==> config.mk <==
export PLATFORM = sky130hd
export DESIGN_NAME = sram_mem_controller
export DESIGN_NICKNAME = d
export VERILOG_FILES = /design/src/rtl/sram_mem_controller.sv
export SDC_FILE = /design/constraint.sdc
export NUM_CORES = 1
export LEC_CHECK = 0
export ABC_AREA = 1
export CAP_MARGIN = 20
export CORE_MARGIN = 2
export CORE_UTILIZATION = 39
export DETAILED_ROUTE_END_ITERATION = 6
export PLACE_DENSITY = 0.74
export SLEW_MARGIN = 20
export SYNTH_ARGS = -nofsm -noshare
export SYNTH_HDL_FRONTEND = slang
export SYNTH_SLANG_ARGS = --single-unit
==> constraint.sdc <==
create_clock -name clk -period 1.3 [get_ports clk]
set_input_delay 0.13 -clock clk [delete_from_list [all_inputs] [get_ports clk]]
set_output_delay 0.13 -clock clk [all_outputs]
set_load 0.05 [all_outputs]
==> src/rtl/sram_mem_controller.sv <==
// Memory-stage adapter: splits a 32-bit load/store into two 16-bit SRAM phases
// with programmable wait states, holding ready low while the access runs.
module sram_mem_controller #(
  parameter int BASE_ADDR   = 1024,
  parameter int WAIT_CYCLES = 1
) (
  input  logic        clk,
  input  logic        rst,
  input  logic        mem_read,
  input  logic        mem_write,
  input  logic [31:0] address,
  input  logic [31:0] write_data,
  output logic [31:0] read_data,
  output logic        ready,
  output logic [17:0] sram_addr,
  output logic [15:0] sram_dq_out,
  output logic        sram_dq_oe,
  input  logic [15:0] sram_dq_in,
  output logic        sram_we_n
);

  typedef enum logic [1:0] {IDLE, LO, HI, DONE} state_t;

  localparam logic [31:0] BASE   = 32'(BASE_ADDR);
  localparam logic [3:0]  RELOAD = 4'(WAIT_CYCLES);

  state_t      state_q, state_d;
  logic [3:0]  cnt_q, cnt_d;
  logic [16:0] idx_q, idx_d;
  logic [31:0] wdata_q, wdata_d;
  logic        isWrite_q, isWrite_d;
  logic [31:0] rdata_q, rdata_d;

  logic [31:0] offset;
  logic        unusedBits;

  // Byte-address to word-index mapping; alignment and high bits are dropped.
  assign offset     = address - BASE;
  assign unusedBits = ^{offset[31:19], offset[1:0]};

  always_ff @(posedge clk or negedge rst) begin
    if (!rst) begin
      state_q   <= IDLE;
      cnt_q     <= '0;
      idx_q     <= '0;
      wdata_q   <= '0;
      isWrite_q <= 1'b0;
      rdata_q   <= '0;
    end else begin
      state_q   <= state_d;
      cnt_q     <= cnt_d;
      idx_q     <= idx_d;
      wdata_q   <= wdata_d;
      isWrite_q <= isWrite_d;
      rdata_q   <= rdata_d;
    end
  end

  always_comb begin
    state_d   = state_q;
    cnt_d     = cnt_q;
    idx_d     = idx_q;
    wdata_d   = wdata_q;
    isWrite_d = isWrite_q;
    rdata_d   = rdata_q;
    unique case (state_q)
      IDLE: begin
        if (mem_read || mem_write) begin
          idx_d     = offset[18:2];
          wdata_d   = write_data;
          isWrite_d = mem_write;
          cnt_d     = RELOAD;
          state_d   = LO;
        end
      end
      LO: begin
        if (cnt_q == 4'd0) begin
          state_d = HI;
          cnt_d   = RELOAD;
          if (!isWrite_q) rdata_d[15:0] = sram_dq_in;
        end else begin
          cnt_d = cnt_q - 4'd1;
        end
      end
      HI: begin
        if (cnt_q == 4'd0) begin
          state_d = DONE;
          if (!isWrite_q) rdata_d[31:16] = sram_dq_in;
        end else begin
          cnt_d = cnt_q - 4'd1;
        end
      end
      DONE: state_d = IDLE;
      default: state_d = IDLE;
    endcase
  end

  // SRAM pins depend only on registered state so they are glitch-free.
  always_comb begin
    sram_addr   = '0;
    sram_dq_out = '0;
    sram_we_n   = 1'b1;
    sram_dq_oe  = 1'b0;
    if (state_q == LO || state_q == HI) begin
      sram_addr   = {idx_q, (state_q == HI)};
      sram_dq_out = (state_q == HI) ? wdata_q[31:16] : wdata_q[15:0];
      sram_we_n   = ~isWrite_q;
      sram_dq_oe  = isWrite_q;
    end
  end

  assign ready     = ((state_q == IDLE) && !mem_read && !mem_write) || (state_q == DONE);
  assign read_data = rdata_q;

endmodule

==> key figures <==
Outcome
  – Outcome: finished with violations
  – Failing checks: negative setup slack

Clock network
  – Clk sink count: 88
  – Root buf cell: clkbuf_8
  – Clock slew at reported path FFs: 0.09 ns
  – TritonCTS Buffers: 9
  – CTS tree: done
  – Clk_lat worst skew: 0.37 ns
  – H-tree levels: 3
  – Longest Clk Path Bufs: 2

Die
  – Die Wd: 109 um
  – Initial Utilization: 39.9%
  – Die Span Y: 109 um
  – Core Region: 0.0108 mm^2
  – Cell Rows: 38
  – I/O pin count: 153
  – Full die area: 0.0119 mm^2

Timing
  – Worst slew margin: 67.8%
  – Fin crit period: 1.89 ns
  – Final setup fails: 125
  – RSZ-0062 raised after global routing: true
  – Worst-margin pin slew: 0.481 ns
  – Final period util: 145%
  – Fmax achieved: 0.530 GHz
  – Clk_skew: 0.0178 ns
  – Final Hold Fails: 0
  – Slew Limit Fails: 0
  – Final worst-path setup slack: -0.588 ns

Synthesis
  – Sequential share of the synthesized area: 50.9%
  – Syn nets: 620
  – Syn Area/Cell: 8.19 um^2
  – Synthesized area: 0.00432 mm^2
  – Synth warn: 0
  – Yosys cell types: 26
  – Mapped Cells: 528
  – Register bit total from synthesis: 88

Job
  – Max-Cap Viols: 0

Place
  – Port Buffer Count: 137
  – Post-Place Cells: 817
  – Pre-CTS WS: -0.231 ns
  – Detailed Place HPWL: 8690 um
  – GPL Wtd Cong: 0.896
  – DP Area: 0.00708 mm^2

Worst setup path
  – Crit path capture type: output pin
  – Worst Setup Path Type: register to output pin
  – Reg2reg path depth: 9
  – R2r setup slk: -0.44 ns
  – WP data arrival: 1.76 ns
  – Worst R2R Start: state_q[1]$_DFFE_PN0P_
  – Crit path required time: 1.17 ns
  – CP Launch Type: register
  – Critical Path Fanout Max: 17
  – Reg2Reg Capture Point: state_q[0]$_DFFE_PN0P_

Route
  – DRC viols: 0
  – Final WL: 17,800 um
  – DR pass1 iterations: 5
  – Vias after detailed routing: 4,559
  – Vias per cell: 5.25
  – Post-DRT Antenna Nets: 0
  – DR WL/cell: 20.5 um
  – Initial DRC Count: 307

Final layout
  – Layout cells sized above 1: 58.7%
  – Fillcell total: 568
  – Area growth from synthesis to layout: 102%
  – Most frequent cells in the layout: nand2_2, dfrtp_1, buf_12, clkdlybuf4s50_1, nand2_1
  – Register Area: 0.00220 mm^2
  – Final core occ: 80.7%
  – Fin area: 0.00874 mm^2
  – ANT cells: 0
  – Final Non-Filler Cells: 869
  – Most common cell after layout, fill and taps aside: nand2_2
  – Fin nets: 816
  – Multi-input gate area: 0.00275 mm^2

Global routing
  – Total Routing Usage GR: 26.7%
  – Number of global-route vias before repair: 4,734
  – Largest net degree at the start of global routing: 35
  – GRT overflow: 0
  – Antenna violations before repair: 0
  – First-pass GRT wire length: 24,200 um

Hold path
  – Worst Hold Class: primary input to async pin
[state kept, by name, summed over array words and instances (netlist names)]
name       flops
read_data     32
wdata_q       32
idx_q         17
cnt_q          4
state_q        2
isWrite_q      1
[Yosys cell counts, drive strengths merged]
cell | n | area (um^2)
nand2 | 225 | 900
dfrtp | 88 | 2200
inv | 57 | 214
o21ai | 57 | 405
nor2 | 50 | 200
buf | 20 | 159
nand3 | 12 | 77.6
ha | 8 | 100
clkbuf | 3 | 11.3
a21oi | 2 | 10.0
nand4 | 2 | 12.5
a31oi | 1 | 6.26
or2 | 1 | 8.76
xnor2 | 1 | 8.76
xor2 | 1 | 8.76
[logic make-up (layout without fill, tap and decap cells)]
family | count (synthesis) | count (layout) | share of synthesized area [%]
and+or+nand+nor | 290 | 290 | 27.7
AOI/OAI and AO/OA | 60 | 60 | 9.75
xor gates and xnor gates | 2 | 2 | 0.405
adders and majority gates | 8 | 8 | 2.31
DFF | 88 | 88 | 50.9
buffers and inverters | 80 | 281 | 8.88
[routing by layer]
layer	GRT usage [%]	vias to the layer above	part of all wire [%]
li1	-	2012	-
met1	29.2	2202	36
met2	45.3	267	49
met3	10.7	78	9.6
met4	12.3	0	5.7
met5	0	-	0
[through the flow]
stage	hold slack, ns	TNS, ns
floorplan	-0.166	-12.74
global placement	0.0513	-13.52
detailed placement	0.0559	-16.91
CTS	0.225	-34.08
global route	0.237	-49.28
finish	0.210	-43.06
[worst max path at each step]
stage | startpoint | end | slack (ns)
floorplan | state_q[0]$_DFFE_PN0P_ | sram_dq_oe | -0.24
global placement | state_q[0]$_DFFE_PN0P_ | sram_addr[17] | -0.19
detailed placement | state_q[0]$_DFFE_PN0P_ | cnt_q[2]$_DFFE_PN0P_ | -0.23
CTS | state_q[1]$_DFFE_PN0P_ | sram_dq_out[6] | -0.51
global route | state_q[1]$_DFFE_PN0P_ | sram_dq_out[15] | -0.66
finish | state_q[1]$_DFFE_PN0P_ | sram_dq_out[15] | -0.59
[worst max-delay path: stages, from the launching register on]
cell and delay [ns]:
dfrtp_1 0.38, buf_4 0.16, ha_4 0.25, inv_8 0.10, nor2_1 0.26, nor2_4 0.08, buf_12 0.15
[timing repair]
action | CTS | global route
endpoints found under the setup margin | 125 | 125
buffers inserted | 16 | 11
gates cloned | 13 | 2
hold endpoints to repair | 65 | 0
pin swaps | 42 | 43
hold buffers | 1 | 0
resized for setup | 132 | 137
[area by class of cell]
type	count	share of cell area [%]
Inverter	57	3.48
Tap cell	140	2.00
Clock buffer	10	1.46
Multi-Input combinational cell	360	31.4
Timing Repair Buffer	208	35.4
Sequential cell	88	25.2
Clock inverter	6	1.06
Power is not shown: default switching activity piles up to over one toggle a cycle in this logic, so the estimate is an artifact.
